### src/rtl/dispatch_unit_pkg.sv
// rtl/dispatch_unit_pkg.sv - shared class codes, tag prefixes and free values for the dispatcher
package dispatch_unit_pkg;

    typedef enum logic [3:0] {
        CLASS_LUI   = 4'd0,
        CLASS_AUIPC = 4'd1,
        CLASS_JAL   = 4'd2,
        CLASS_JALR  = 4'd3,
        CLASS_B     = 4'd4,
        CLASS_LD    = 4'd5,
        CLASS_ST    = 4'd6,
        CLASS_RI    = 4'd7,
        CLASS_RR    = 4'd8
    } op_class_e;

    typedef enum logic [1:0] {
        UNIT_NONE,
        UNIT_ALU,
        UNIT_BRANCH,
        UNIT_LS
    } unit_e;

    // Tag prefixes; an all-zero tag (prefix 00) means "value present, no producer".
    localparam logic [1:0] PREFIX_FREE = 2'b00;
    localparam logic [1:0] PREFIX_ALU  = 2'b01;
    localparam logic [1:0] PREFIX_LS   = 2'b10;

    localparam int unsigned NOP       = 0;
    localparam int unsigned DATA_FREE = 0;
    localparam int unsigned NAME_FREE = 0;

    localparam logic ENABLE  = 1'b1;
    localparam logic DISABLE = 1'b0;

    // Unknown class codes map to UNIT_NONE so they can never be accepted.
    function automatic unit_e class_unit(input logic [3:0] cls);
        unit_e u;
        case (cls)
            CLASS_LUI, CLASS_AUIPC, CLASS_JAL, CLASS_JALR, CLASS_RI, CLASS_RR: u = UNIT_ALU;
            CLASS_B:                                                          u = UNIT_BRANCH;
            CLASS_LD, CLASS_ST:                                               u = UNIT_LS;
            default:                                                          u = UNIT_NONE;
        endcase
        return u;
    endfunction

endpackage

### src/rtl/dispatch_unit_if.sv
// rtl/dispatch_unit_if.sv - decoder, status, CDB and issue signals of the dispatcher
// master: decoder/environment side; slave: dispatch_unit side.
interface dispatch_unit_if #(
    parameter int DATA_W    = 32,
    parameter int NAME_W    = 5,
    parameter int OP_W      = 6,
    parameter int ALU_DEPTH = 16,
    parameter int LS_DEPTH  = 16,
    parameter int IDX_W     = 4,
    parameter int TAG_W     = IDX_W + 2
);
    logic                 flush, inValid, inReady;
    logic [3:0]           opClass;
    logic [OP_W-1:0]      opCode;
    logic [NAME_W-1:0]    rdName, regNameO, regNameT;
    logic [DATA_W-1:0]    imm, Uimm, Jimm, Simm, Bimm;
    logic [TAG_W-1:0]     regTagO, regTagT;
    logic [DATA_W-1:0]    regDataO, regDataT;
    logic [ALU_DEPTH-1:0] ALUfreeStatus;
    logic [LS_DEPTH-1:0]  LSfreeStatus;
    logic                 BranchFree;
    logic                 cdbValid;
    logic [TAG_W-1:0]     cdbTag;
    logic [DATA_W-1:0]    cdbData;

    logic                 enWrt;
    logic [TAG_W-1:0]     wrtTag;
    logic [NAME_W-1:0]    wrtName;
    logic                 ALUen, BranchEn, LSen;
    logic [DATA_W-1:0]    ALUoperandO, ALUoperandT, BranchOperandO, BranchOperandT, LSoperandO, LSoperandT;
    logic [TAG_W-1:0]     ALUtagO, ALUtagT, BranchTagO, BranchTagT, LStagO, LStagT;
    logic [TAG_W-1:0]     ALUtagW, LStagW;
    logic [NAME_W-1:0]    ALUnameW, LSnameW;
    logic [OP_W-1:0]      ALUop, BranchOp, LSop;
    logic [DATA_W-1:0]    BranchImm, LSimm;

    modport master (
        output flush, inValid, opClass, opCode, rdName, regNameO, regNameT,
               imm, Uimm, Jimm, Simm, Bimm, regTagO, regTagT, regDataO, regDataT,
               ALUfreeStatus, LSfreeStatus, BranchFree, cdbValid, cdbTag, cdbData,
        input  inReady, enWrt, wrtTag, wrtName, ALUen, BranchEn, LSen,
               ALUoperandO, ALUoperandT, BranchOperandO, BranchOperandT, LSoperandO, LSoperandT,
               ALUtagO, ALUtagT, BranchTagO, BranchTagT, LStagO, LStagT, ALUtagW, LStagW,
               ALUnameW, LSnameW, ALUop, BranchOp, LSop, BranchImm, LSimm
    );

    modport slave (
        input  flush, inValid, opClass, opCode, rdName, regNameO, regNameT,
               imm, Uimm, Jimm, Simm, Bimm, regTagO, regTagT, regDataO, regDataT,
               ALUfreeStatus, LSfreeStatus, BranchFree, cdbValid, cdbTag, cdbData,
        output inReady, enWrt, wrtTag, wrtName, ALUen, BranchEn, LSen,
               ALUoperandO, ALUoperandT, BranchOperandO, BranchOperandT, LSoperandO, LSoperandT,
               ALUtagO, ALUtagT, BranchTagO, BranchTagT, LStagO, LStagT, ALUtagW, LStagW,
               ALUnameW, LSnameW, ALUop, BranchOp, LSop, BranchImm, LSimm
    );
endinterface

### src/rtl/free_tag_picker.sv
// rtl/free_tag_picker.sv - lowest free slot index of (free_vec & ~pending)
// Ports: free_vec/pending in (DEPTH), idx out (IDX_W), any_free out.
module free_tag_picker #(
    parameter int DEPTH = 16,
    parameter int IDX_W = 4
) (
    input  logic [DEPTH-1:0] free_vec,
    input  logic [DEPTH-1:0] pending,
    output logic [IDX_W-1:0] idx,
    output logic             any_free
);
    logic [DEPTH-1:0] eff;

    always_comb begin
        eff = free_vec & ~pending;
        idx = '0;
        // Walk downwards so the lowest set bit is the last one written.
        for (int i = DEPTH - 1; i >= 0; i--) begin
            if (eff[i]) idx = IDX_W'(i);
        end
        any_free = |eff;
    end
endmodule

### src/rtl/dispatch_unit.sv
// rtl/dispatch_unit.sv - Tomasulo issue-stage dispatcher to ALU RS, Branch RS and LS buffer
// Ports: clk, rst (sync active-high), bus (dispatch_unit_if.slave): decoder handshake,
// regfile sources, unit free status, CDB snoop in; registered issue pulses, operands and rename out.
module dispatch_unit
    import dispatch_unit_pkg::*;
#(
    parameter int DATA_W    = 32,
    parameter int NAME_W    = 5,
    parameter int OP_W      = 6,
    parameter int ALU_DEPTH = 16,
    parameter int LS_DEPTH  = 16,
    parameter int IDX_W     = 4,
    parameter int TAG_W     = IDX_W + 2
) (
    input logic           clk,
    input logic           rst,
    dispatch_unit_if.slave bus
);
    localparam logic [TAG_W-1:0] TAG_FREE = {PREFIX_FREE, {IDX_W{1'b0}}};

    // Slot issued last cycle; the unit's free status does not show it yet.
    logic [ALU_DEPTH-1:0] pend_alu;
    logic [LS_DEPTH-1:0]  pend_ls;
    logic [IDX_W-1:0]     alu_idx, ls_idx;
    logic                 alu_any, ls_any;

    free_tag_picker #(.DEPTH(ALU_DEPTH), .IDX_W(IDX_W)) u_alu_pick (
        .free_vec(bus.ALUfreeStatus), .pending(pend_alu), .idx(alu_idx), .any_free(alu_any)
    );
    free_tag_picker #(.DEPTH(LS_DEPTH), .IDX_W(IDX_W)) u_ls_pick (
        .free_vec(bus.LSfreeStatus), .pending(pend_ls), .idx(ls_idx), .any_free(ls_any)
    );

    op_class_e         cls;
    unit_e             unit;
    logic              avail, fire;
    logic [DATA_W-1:0] op_o, op_t;
    logic [TAG_W-1:0]  tag_o, tag_t;
    logic [TAG_W-1:0]  alu_tag_new, ls_tag_new;
    logic              unused_names;

    assign alu_tag_new  = {PREFIX_ALU, alu_idx};
    assign ls_tag_new   = {PREFIX_LS, ls_idx};
    assign unused_names = ^{bus.regNameO, bus.regNameT};

    always_comb begin
        cls  = op_class_e'(bus.opClass);
        unit = class_unit(bus.opClass);
        case (unit)
            UNIT_ALU:    avail = alu_any;
            UNIT_BRANCH: avail = bus.BranchFree;
            UNIT_LS:     avail = ls_any;
            default:     avail = 1'b0;
        endcase
        fire = bus.inValid & ~bus.flush & ~rst & avail;

        // A result broadcast in the dispatch cycle would otherwise be missed by the RS.
        op_o  = bus.regDataO;
        tag_o = bus.regTagO;
        if (bus.cdbValid && bus.regTagO != TAG_FREE && bus.cdbTag == bus.regTagO) begin
            op_o  = bus.cdbData;
            tag_o = TAG_FREE;
        end

        op_t  = bus.imm;
        tag_t = TAG_FREE;
        case (cls)
            CLASS_RR, CLASS_B, CLASS_ST: begin
                op_t  = bus.regDataT;
                tag_t = bus.regTagT;
                if (bus.cdbValid && bus.regTagT != TAG_FREE && bus.cdbTag == bus.regTagT) begin
                    op_t  = bus.cdbData;
                    tag_t = TAG_FREE;
                end
            end
            CLASS_LUI, CLASS_AUIPC: op_t = bus.Uimm;
            CLASS_JAL:              op_t = bus.Jimm;
            default:                ;
        endcase
    end

    assign bus.inReady = fire;

    always_ff @(posedge clk) begin
        bus.ALUen    <= DISABLE;
        bus.BranchEn <= DISABLE;
        bus.LSen     <= DISABLE;
        bus.enWrt    <= DISABLE;
        pend_alu     <= '0;
        pend_ls      <= '0;

        // Units not targeted by a fire are returned to free values; otherwise data holds.
        if (rst || fire) begin
            bus.wrtTag         <= TAG_FREE;
            bus.wrtName        <= NAME_W'(NAME_FREE);
            bus.ALUoperandO    <= DATA_W'(DATA_FREE);
            bus.ALUoperandT    <= DATA_W'(DATA_FREE);
            bus.ALUtagO        <= TAG_FREE;
            bus.ALUtagT        <= TAG_FREE;
            bus.ALUtagW        <= TAG_FREE;
            bus.ALUnameW       <= NAME_W'(NAME_FREE);
            bus.ALUop          <= OP_W'(NOP);
            bus.BranchOperandO <= DATA_W'(DATA_FREE);
            bus.BranchOperandT <= DATA_W'(DATA_FREE);
            bus.BranchTagO     <= TAG_FREE;
            bus.BranchTagT     <= TAG_FREE;
            bus.BranchOp       <= OP_W'(NOP);
            bus.BranchImm      <= DATA_W'(DATA_FREE);
            bus.LSoperandO     <= DATA_W'(DATA_FREE);
            bus.LSoperandT     <= DATA_W'(DATA_FREE);
            bus.LStagO         <= TAG_FREE;
            bus.LStagT         <= TAG_FREE;
            bus.LStagW         <= TAG_FREE;
            bus.LSnameW        <= NAME_W'(NAME_FREE);
            bus.LSop           <= OP_W'(NOP);
            bus.LSimm          <= DATA_W'(DATA_FREE);
        end

        if (fire) begin
            case (unit)
                UNIT_ALU: begin
                    bus.ALUen       <= ENABLE;
                    pend_alu        <= ALU_DEPTH'(1) << alu_idx;
                    bus.ALUoperandO <= op_o;
                    bus.ALUoperandT <= op_t;
                    bus.ALUtagO     <= tag_o;
                    bus.ALUtagT     <= tag_t;
                    bus.ALUtagW     <= alu_tag_new;
                    bus.ALUnameW    <= bus.rdName;
                    bus.ALUop       <= bus.opCode;
                    // x0 is never renamed but the slot is still consumed.
                    if (bus.rdName != '0) begin
                        bus.enWrt   <= ENABLE;
                        bus.wrtTag  <= alu_tag_new;
                        bus.wrtName <= bus.rdName;
                    end
                end
                UNIT_BRANCH: begin
                    bus.BranchEn       <= ENABLE;
                    bus.BranchOperandO <= op_o;
                    bus.BranchOperandT <= op_t;
                    bus.BranchTagO     <= tag_o;
                    bus.BranchTagT     <= tag_t;
                    bus.BranchOp       <= bus.opCode;
                    bus.BranchImm      <= bus.Bimm;
                end
                UNIT_LS: begin
                    bus.LSen       <= ENABLE;
                    pend_ls        <= LS_DEPTH'(1) << ls_idx;
                    bus.LSoperandO <= op_o;
                    bus.LSoperandT <= op_t;
                    bus.LStagO     <= tag_o;
                    bus.LStagT     <= tag_t;
                    bus.LSop       <= bus.opCode;
                    if (cls == CLASS_LD) begin
                        bus.LStagW  <= ls_tag_new;
                        bus.LSnameW <= bus.rdName;
                        bus.LSimm   <= bus.imm;
                        if (bus.rdName != '0) begin
                            bus.enWrt   <= ENABLE;
                            bus.wrtTag  <= ls_tag_new;
                            bus.wrtName <= bus.rdName;
                        end
                    end else begin
                        bus.LSimm <= bus.Simm;
                    end
                end
                default: ;
            endcase
        end
    end
endmodule
### src/flat_wrapper.sv
// flat-port wrapper written by rule: the top's interface ports become plain ports
module dispatch_unit_flat import dispatch_unit_pkg::*;
#(
    parameter int DATA_W    = 32,
    parameter int NAME_W    = 5,
    parameter int OP_W      = 6,
    parameter int ALU_DEPTH = 16,
    parameter int LS_DEPTH  = 16,
    parameter int IDX_W     = 4,
    parameter int TAG_W     = IDX_W + 2
)
  (clk, rst, bus_flush, bus_inValid, bus_opClass, bus_opCode, bus_rdName, bus_regNameO, bus_regNameT, bus_imm, bus_Uimm, bus_Jimm, bus_Simm, bus_Bimm, bus_regTagO, bus_regTagT, bus_regDataO, bus_regDataT, bus_ALUfreeStatus, bus_LSfreeStatus, bus_BranchFree, bus_cdbValid, bus_cdbTag, bus_cdbData, bus_inReady, bus_enWrt, bus_wrtTag, bus_wrtName, bus_ALUen, bus_BranchEn, bus_LSen, bus_ALUoperandO, bus_ALUoperandT, bus_BranchOperandO, bus_BranchOperandT, bus_LSoperandO, bus_LSoperandT, bus_ALUtagO, bus_ALUtagT, bus_BranchTagO, bus_BranchTagT, bus_LStagO, bus_LStagT, bus_ALUtagW, bus_LStagW, bus_ALUnameW, bus_LSnameW, bus_ALUop, bus_BranchOp, bus_LSop, bus_BranchImm, bus_LSimm);
  dispatch_unit_if #(.DATA_W(DATA_W), .NAME_W(NAME_W), .OP_W(OP_W), .ALU_DEPTH(ALU_DEPTH), .LS_DEPTH(LS_DEPTH), .IDX_W(IDX_W), .TAG_W(TAG_W)) bus_i ();
  input logic clk;
  input logic rst;
  input wire logic [$bits(bus_i.flush)-1:0] bus_flush;
  input wire logic [$bits(bus_i.inValid)-1:0] bus_inValid;
  input wire logic [$bits(bus_i.opClass)-1:0] bus_opClass;
  input wire logic [$bits(bus_i.opCode)-1:0] bus_opCode;
  input wire logic [$bits(bus_i.rdName)-1:0] bus_rdName;
  input wire logic [$bits(bus_i.regNameO)-1:0] bus_regNameO;
  input wire logic [$bits(bus_i.regNameT)-1:0] bus_regNameT;
  input wire logic [$bits(bus_i.imm)-1:0] bus_imm;
  input wire logic [$bits(bus_i.Uimm)-1:0] bus_Uimm;
  input wire logic [$bits(bus_i.Jimm)-1:0] bus_Jimm;
  input wire logic [$bits(bus_i.Simm)-1:0] bus_Simm;
  input wire logic [$bits(bus_i.Bimm)-1:0] bus_Bimm;
  input wire logic [$bits(bus_i.regTagO)-1:0] bus_regTagO;
  input wire logic [$bits(bus_i.regTagT)-1:0] bus_regTagT;
  input wire logic [$bits(bus_i.regDataO)-1:0] bus_regDataO;
  input wire logic [$bits(bus_i.regDataT)-1:0] bus_regDataT;
  input wire logic [$bits(bus_i.ALUfreeStatus)-1:0] bus_ALUfreeStatus;
  input wire logic [$bits(bus_i.LSfreeStatus)-1:0] bus_LSfreeStatus;
  input wire logic [$bits(bus_i.BranchFree)-1:0] bus_BranchFree;
  input wire logic [$bits(bus_i.cdbValid)-1:0] bus_cdbValid;
  input wire logic [$bits(bus_i.cdbTag)-1:0] bus_cdbTag;
  input wire logic [$bits(bus_i.cdbData)-1:0] bus_cdbData;
  output wire logic [$bits(bus_i.inReady)-1:0] bus_inReady;
  output wire logic [$bits(bus_i.enWrt)-1:0] bus_enWrt;
  output wire logic [$bits(bus_i.wrtTag)-1:0] bus_wrtTag;
  output wire logic [$bits(bus_i.wrtName)-1:0] bus_wrtName;
  output wire logic [$bits(bus_i.ALUen)-1:0] bus_ALUen;
  output wire logic [$bits(bus_i.BranchEn)-1:0] bus_BranchEn;
  output wire logic [$bits(bus_i.LSen)-1:0] bus_LSen;
  output wire logic [$bits(bus_i.ALUoperandO)-1:0] bus_ALUoperandO;
  output wire logic [$bits(bus_i.ALUoperandT)-1:0] bus_ALUoperandT;
  output wire logic [$bits(bus_i.BranchOperandO)-1:0] bus_BranchOperandO;
  output wire logic [$bits(bus_i.BranchOperandT)-1:0] bus_BranchOperandT;
  output wire logic [$bits(bus_i.LSoperandO)-1:0] bus_LSoperandO;
  output wire logic [$bits(bus_i.LSoperandT)-1:0] bus_LSoperandT;
  output wire logic [$bits(bus_i.ALUtagO)-1:0] bus_ALUtagO;
  output wire logic [$bits(bus_i.ALUtagT)-1:0] bus_ALUtagT;
  output wire logic [$bits(bus_i.BranchTagO)-1:0] bus_BranchTagO;
  output wire logic [$bits(bus_i.BranchTagT)-1:0] bus_BranchTagT;
  output wire logic [$bits(bus_i.LStagO)-1:0] bus_LStagO;
  output wire logic [$bits(bus_i.LStagT)-1:0] bus_LStagT;
  output wire logic [$bits(bus_i.ALUtagW)-1:0] bus_ALUtagW;
  output wire logic [$bits(bus_i.LStagW)-1:0] bus_LStagW;
  output wire logic [$bits(bus_i.ALUnameW)-1:0] bus_ALUnameW;
  output wire logic [$bits(bus_i.LSnameW)-1:0] bus_LSnameW;
  output wire logic [$bits(bus_i.ALUop)-1:0] bus_ALUop;
  output wire logic [$bits(bus_i.BranchOp)-1:0] bus_BranchOp;
  output wire logic [$bits(bus_i.LSop)-1:0] bus_LSop;
  output wire logic [$bits(bus_i.BranchImm)-1:0] bus_BranchImm;
  output wire logic [$bits(bus_i.LSimm)-1:0] bus_LSimm;
  assign bus_i.flush = bus_flush;
  assign bus_i.inValid = bus_inValid;
  assign bus_i.opClass = bus_opClass;
  assign bus_i.opCode = bus_opCode;
  assign bus_i.rdName = bus_rdName;
  assign bus_i.regNameO = bus_regNameO;
  assign bus_i.regNameT = bus_regNameT;
  assign bus_i.imm = bus_imm;
  assign bus_i.Uimm = bus_Uimm;
  assign bus_i.Jimm = bus_Jimm;
  assign bus_i.Simm = bus_Simm;
  assign bus_i.Bimm = bus_Bimm;
  assign bus_i.regTagO = bus_regTagO;
  assign bus_i.regTagT = bus_regTagT;
  assign bus_i.regDataO = bus_regDataO;
  assign bus_i.regDataT = bus_regDataT;
  assign bus_i.ALUfreeStatus = bus_ALUfreeStatus;
  assign bus_i.LSfreeStatus = bus_LSfreeStatus;
  assign bus_i.BranchFree = bus_BranchFree;
  assign bus_i.cdbValid = bus_cdbValid;
  assign bus_i.cdbTag = bus_cdbTag;
  assign bus_i.cdbData = bus_cdbData;
  assign bus_inReady = bus_i.inReady;
  assign bus_enWrt = bus_i.enWrt;
  assign bus_wrtTag = bus_i.wrtTag;
  assign bus_wrtName = bus_i.wrtName;
  assign bus_ALUen = bus_i.ALUen;
  assign bus_BranchEn = bus_i.BranchEn;
  assign bus_LSen = bus_i.LSen;
  assign bus_ALUoperandO = bus_i.ALUoperandO;
  assign bus_ALUoperandT = bus_i.ALUoperandT;
  assign bus_BranchOperandO = bus_i.BranchOperandO;
  assign bus_BranchOperandT = bus_i.BranchOperandT;
  assign bus_LSoperandO = bus_i.LSoperandO;
  assign bus_LSoperandT = bus_i.LSoperandT;
  assign bus_ALUtagO = bus_i.ALUtagO;
  assign bus_ALUtagT = bus_i.ALUtagT;
  assign bus_BranchTagO = bus_i.BranchTagO;
  assign bus_BranchTagT = bus_i.BranchTagT;
  assign bus_LStagO = bus_i.LStagO;
  assign bus_LStagT = bus_i.LStagT;
  assign bus_ALUtagW = bus_i.ALUtagW;
  assign bus_LStagW = bus_i.LStagW;
  assign bus_ALUnameW = bus_i.ALUnameW;
  assign bus_LSnameW = bus_i.LSnameW;
  assign bus_ALUop = bus_i.ALUop;
  assign bus_BranchOp = bus_i.BranchOp;
  assign bus_LSop = bus_i.LSop;
  assign bus_BranchImm = bus_i.BranchImm;
  assign bus_LSimm = bus_i.LSimm;
  dispatch_unit #(.DATA_W(DATA_W), .NAME_W(NAME_W), .OP_W(OP_W), .ALU_DEPTH(ALU_DEPTH), .LS_DEPTH(LS_DEPTH), .IDX_W(IDX_W), .TAG_W(TAG_W)) u_core (.clk(clk), .rst(rst), .bus(bus_i));
endmodule
### config.mk
export PLATFORM = sky130hd
export DESIGN_NAME = dispatch_unit_flat
export DESIGN_NICKNAME = d
export VERILOG_FILES = /design/src/rtl/dispatch_unit_pkg.sv /design/src/rtl/dispatch_unit_if.sv /design/src/rtl/free_tag_picker.sv /design/src/rtl/dispatch_unit.sv /design/src/flat_wrapper.sv
export SDC_FILE = /design/constraint.sdc
export NUM_CORES = 1
export LEC_CHECK = 0
export CORE_AREA = 2 2 269 271
export DETAILED_ROUTE_END_ITERATION = 8
export DIE_AREA = 0 0 271 273
export GPL_TIMING_DRIVEN = 1
export PLACE_DENSITY_LB_ADDON = 0.15
export SYNTH_ARGS = -nofsm -noshare
export SYNTH_HDL_FRONTEND = slang
export SYNTH_SLANG_ARGS = --single-unit
### constraint.sdc
create_clock -name clk -period 3.5 [get_ports clk]
set_input_delay 0.7 -clock clk [delete_from_list [all_inputs] [get_ports clk]]
set_output_delay 0.7 -clock clk [all_outputs]
set_load 0.01 [all_outputs]
---- Yosys cells after proc, flatten, opt, wreduce, memory -nomap -nowiden ----
Memories as Yosys holds them, arrays and structs flattened.
Cells that the tools add are included.
storage, ports and cells
  register bits ........................... 379
  memory bits (read-only) ................. 32
  bits of input ports ..................... 337
  word-level logic and storage cells ...... 189
  memories ................................ 1
cells by class
  equal/unequal tests ..................... 11
  shifts and indexed selects .............. 2
  mux-type cells .......................... 122
  bitwise logic cells ..................... 9
  reductions and logical operators ........ 15
memories
  memory            depth  bits a word  read ports  clocked after Yosys merged registers in  wr ports  line                     RTL
  (name not given)  16     2            1           0                                        0         dispatch_unit_pkg.sv:38  case (cls)
operators with widths
  kind                  count
  $mux 32               27
  $mux 6                42
  $mux 4                32
  $pmux 32 s3           1
  $mux 5                11
  $and 16x16->16        2
  $not 16->16           2
  $reduce_or 16->1      2
  $shl 1x4->16 const A  2
  $eq 4x3->1 const B    3
  $eq 6x6->1            2
  $pmux 6 s2            1
  $reduce_bool 6->1     2
  $pmux 5 s2            1
  $mux 1                5
  $reduce_bool 5->1     1
  $eq 2x2->1 const B    2
  $eq 4x1->1 const B    1
  $eq 4x2->1 const B    1
  $eq 4x4->1 const B    1
  $logic_and 1x1->1     4
  $logic_not 4->1       1
  $reduce_and 2->1      2
  $and 1x1->1           3
  7 further kinds       8

---- Depth between registers and ports, before layout ----
Gate-level depths: netlist of the first run.
  depth in word-level cells ............... 22
  mapped depth ............................ 10

---- Modules after synthesis ----
A second synthesis of the first run with hierarchy kept.
second synthesis, totals
  cell total of the unflattened synthesis .. 1382
  area total of the unflattened synthesis .. 15069.5 um2
modules (own cells, without submodules)
  module           instances  cells each  area an instance (um2)  sequential area each (um2)
  dispatch_unit    1          1286        14493.9                 7587.3
  free_tag_picker  2          48          287.8                   0.0

---- Worst setup path after synthesis of the first run ----
OpenSTA, ideal clock, no wires.
  path kind ............................... input -> output
  from .................................... in bus_LSfreeStatus[1]
  to ...................................... out bus_inReady
  arrival ................................. 2.516 ns
  required time ........................... 2.800 ns
  setup slack ............................. 0.284 ns
  stages .................................. 7
  cells stage by stage .................... nor2b_1 -> or4_1 -> and4b_1 -> or2_2 -> inv_2 -> nor3_2 -> inv_1
between the ends
  word-level cells in the longest chain between the ends .. 4
RTL lines
  element           line                   RTL
  from (decl)       flat_wrapper.sv:33     input wire logic [$bits(bus_i.LSfreeStatus)-1:0] bus_LSfreeStatus;
  $and 16x16->16    free_tag_picker.sv:15  eff = free_vec & ~pending;
  $reduce_or 16->1  free_tag_picker.sv:21  any_free = |eff;
  $pmux 1 s3        dispatch_unit.sv:49    case (unit)
  $and 1x1->1       dispatch_unit.sv:55    fire = bus.inValid & ~bus.flush & ~rst & avail;
  to (decl)         flat_wrapper.sv:38     output wire logic [$bits(bus_i.inReady)-1:0] bus_inReady;
No other way between the ends.

---- Final worst setup path of the first run ----
Same ends and word-level chain as after synthesis.

==> results by group, run 1 <==
Clocking
  – CTS Sinks: roughly 380
  – Clk buf depth: 3
  – CTS tree: built
  – Hold-fix buffer count after cts: 0
  – Clock latency on the worst-skew pair: 580 ps
  – Clock-pin transition on the worst setup and hold timing paths: around 50 ps
  – CTS Buf Count: 46
  – H-tree Lvls: 2
  – Root Buffer: clkbuf_16

STA
  – Least-Margin Pin Slew: 1200 ps
  – Worst hold slack: 448.5 ps
  – Post-layout min period: 3423 ps
  – Slew HR: 20.03%
  – Period utilization: a little under 100%
  – Final Max Tran Viols: 0
  – Final Skew: 19.22 ps
  – Final setup viols: 0
  – Setup TNS: 0 ps
  – Post-route setup slack: a little under 80 ps
  – Hold Fails Final Rpt: 0
  – Fmax: ~290 MHz

Global routing
  – Initial antenna violation count: 16
  – Largest net degree at the start of global routing: 65
  – Vias in the first global route: approximately 14000
  – GRT Total Usage: between 10% and 20%
  – First-pass GRT wire length: 101900 um
  – GRT Residual Overflow: 0

Floorplan
  – Die Height: between 200 and 300 um
  – Core area: 71000 um^2
  – I/O Pins: 685
  – Site Rows: 98
  – Horiz. Die Dim: 271 um
  – Die ar.: about 74000 um^2
  – Initial Utilization: between 20% and 30%

Logic synthesis
  – Adder-Cell Fraction of Synth Area: 0%
  – Yosys warning total: 0
  – Post-Synthesis Mean Instance Area: 11.06 um^2
  – Largest area contributor in the netlist: dfxtp_1
  – Post-synthesis mux area share: 7.383%
  – Simple-gate portion of the synthesized area: just under 7%
  – Unique masters post-synth: 57
  – Synth Register Bits: 379
  – Netlist Area Pre-Place: 14240 um^2
  – Synth Area in XOR/XNOR: less than 1%
  – Mapped Nets: between 1500 and 2000
  – Synth Area in Compound Gates: between 20% and 30%
  – Share of the synthesized area in the top cell type: 53.30%
  – Most used DFF post-synth: dfxtp_1
  – Fraction of registers with async set/reset: 0%
  – Post-synth EDFFs: 0
  – Register area share after synthesis: between 50% and 60%
  – Synthesized instance count: 1287
  – Synth top area cells: dfxtp_1 53%, o2bb2ai_1 14%, a22o_1 6.3%, mux2i_1 4.9%, mux2_2 2.5%
  – Largest family of logic cells by synthesized area: compound AO/OA/AOI/OAI gates

Outcome
  – Outcome: completed

Run
  – Max-Cap Viols: 0

Place
  – DP Wirelength: 55150 um
  – Gp weighted congestion: 0.8983
  – Buffers on Ports: 674
  – Place WS: -534.6 ps

Worst setup path
  – Slowest-stage cell, CP: or4_4
  – Critical path cell sequence: clkdlybuf4s50_1, nor2b_1, or4_4, and4b_1, or2_4, inv_2, nor3_4, inv_1, buf_2
  – Crit path DAT: 2720 ps
  – Setup crit end kind: primary output
  – Reg2reg setup slack: between 700 and 800 ps
  – Crit path max fanout: 3
  – Slowest cell delay on critical path: 540 ps
  – Top delay family on crit path: simple AND/OR/NAND/NOR gates
  – Required @ worst endpoint: between 2000 and 3000 ps
  – Startpoint type of the worst setup path: primary input
  – CP Class: primary input to primary output
  – CP bufs+invs: 4

Final layout
  – P&R area growth vs syn: 71.42%
  – Nets: 2353
  – Fill count: around 7100
  – Share of post-route cells with drive strength above 1: approximately an eighth

Detailed routing
  – DR vias/cell: 4.497
  – Iteration-0 DRC Markers: 576
  – Post-route ant nets: 0
  – Total number of vias: 13520
  – Avg WL per Cell: about 24 um
  – Routed wire length: 71790 um
  – Number of remaining DRC errors: 0
  – 1st-pass router iterations: 5

Power and ir drop
  – Peak VDD IR: 0.3599 mV
  – Power after layout: approximately 11000 uW
  – Power Dens Cells: 432.3 nW/um^2
  – P_leak: 0.008832 uW

Min path
  – Hold Path Class: register to register
-- cells in the final DEF (no fill, tap or decap), types with 32 or more instances in the layout --
master and n:
dfxtp_1 379, clkbuf_16 47, a21oi_1 40, o2bb2ai_1 227, buf_4 98, nand2b_1 32
mux2_2 32, clkdlybuf4s50_1 673, a22o_1 102, o21ai_0 71, mux2i_1 69, a221o_1 35
nor2_1 41
-- layer usage --
layer | vias to the layer above | GRT usage [%] | part of all wire, %
met5 | - | 0 | 0.075
met4 | 8 | 5.976 | 2.7
met3 | 98 | 6.950 | 8.7
met2 | 519 | 32.57 | 49
met1 | 6443 | 21.14 | 40
li1 | 6450 | - | -
-- flip-flops by register name, summed over array words and instances (netlist names), 16 cells and up --
register / cells
u_core.bus.ALUoperandT: 32
u_core.bus.LSoperandT: 32
u_core.bus.LSoperandO: 32
u_core.bus.BranchImm: 32
u_core.pend_ls: 16
u_core.bus.ALUoperandO: 32
u_core.bus.BranchOperandO: 32
u_core.pend_alu: 16
u_core.bus.LSimm: 32
u_core.bus.BranchOperandT: 32
-- layout make-up --
cell class / count / area [um^2] / area share (%)
well taps: 950 / 1189 / 4.871
clock inverters: 15 / 203.9 / 0.8357
clock buffers: 66 / 1348 / 5.522
diodes: 7 / 17.52 / 0.07178
repair buffers: 785 / 7737 / 31.71
inverters: 10 / 37.54 / 0.1538
multi-input cells: 794 / 6284 / 25.75
flip-flops and latches: 379 / 7587 / 31.09
-- cells in the mapped netlist, types with 3 or more instances --
cell type  number
mux2_2         32
o211ai_1        4
xor2_1         10
or2_2           4
and2_1          6
inv_1           7
buf_2          36
dfxtp_1       379
a221o_1        35
buf_1           5
a211oi_1        3
nor4_1          7
mux2i_1        69
nand2_1        16
nand3_1         3
a22o_1        102
nor2b_1        22
o2bb2ai_1     227
a21o_1          6
clkbuf_1       63
a21oi_1        41
nor3_1         17
nand2b_1       32
o21ai_0        71
nor2_1         42
o21bai_1        3
nand4_1         4
a2111oi_0       3
-- what timing repair did --
action | in CTS | in global routing
endpoints found under the setup margin | 1 | 1
hold endpoints to repair | 0 | 0
setup buffers | 1 | 1
gates resized for setup | 8 | 2
pin swaps | 2 | 1
-- logic make-up after synthesis --
group | after synthesis
AO/OA/AOI/OAI | 510
flip-flops | 379
AND/OR/NAND/NOR | 172
buffers and inverters | 114
multiplexers | 101
XOR/XNOR | 11
-- worst register-to-register path: cells and delay by family, from the launching register on --
| kind | cells | cell delay [ps] |
|---|---|---|
| flops | 1 | 380 |
| simple gates | 4 | 780 |
| compound gates | 2 | 520 |
| buf+inv | 5 | 970 |
-- worst paths after layout --
check	from	endpoint	cells after the start
worst min-delay path	u_core.bus.LStagW[5]	u_core.bus.LStagW[5]	1
worst max-delay path	bus_LSfreeStatus[1]	bus_inReady	9
worst min register to register	u_core.bus.LStagW[5]	u_core.bus.LStagW[5]	1
worst max register to register	u_core.pend_ls[13]	u_core.bus.LSoperandT[25]	11
-- power by group --
part / internal, uW / switching (uW) / leakage [uW] / total (uW)
combinational: 652 / 579 / 0.00501 / 1230
clock: 2970 / 1950 / 0.000764 / 4920
sequential: 4370 / 31.1 / 0.00306 / 4400
total: 7990 / 2560 / 0.00883 / 10500
-- per-stage QoR --
stage	util, %	instance area [um^2]	instances
after floorplan	-	14240	1287
after global placement	32.11	22790	2916
after detailed placement	32.11	22790	2916
after CTS	34.32	24360	2998
after global routing	34.36	24400	3003
final	34.37	24400	3006
Note: power is estimated with default switching activity, not from simulation.
==> run 2, diff against run 1 <==
--- a/config.mk
+++ b/config.mk
@@ -8,6 +8,7 @@
 export CORE_AREA = 2 2 269 271
 export DETAILED_ROUTE_END_ITERATION = 8
 export DIE_AREA = 0 0 271 273
+export GPL_ROUTABILITY_DRIVEN = 0
 export GPL_TIMING_DRIVEN = 1
 export PLACE_DENSITY_LB_ADDON = 0.15
 export SYNTH_ARGS = -nofsm -noshare
==> results of run 2 <==
Same layout as run 1: the final DEF is identical, and so are final timing and power.
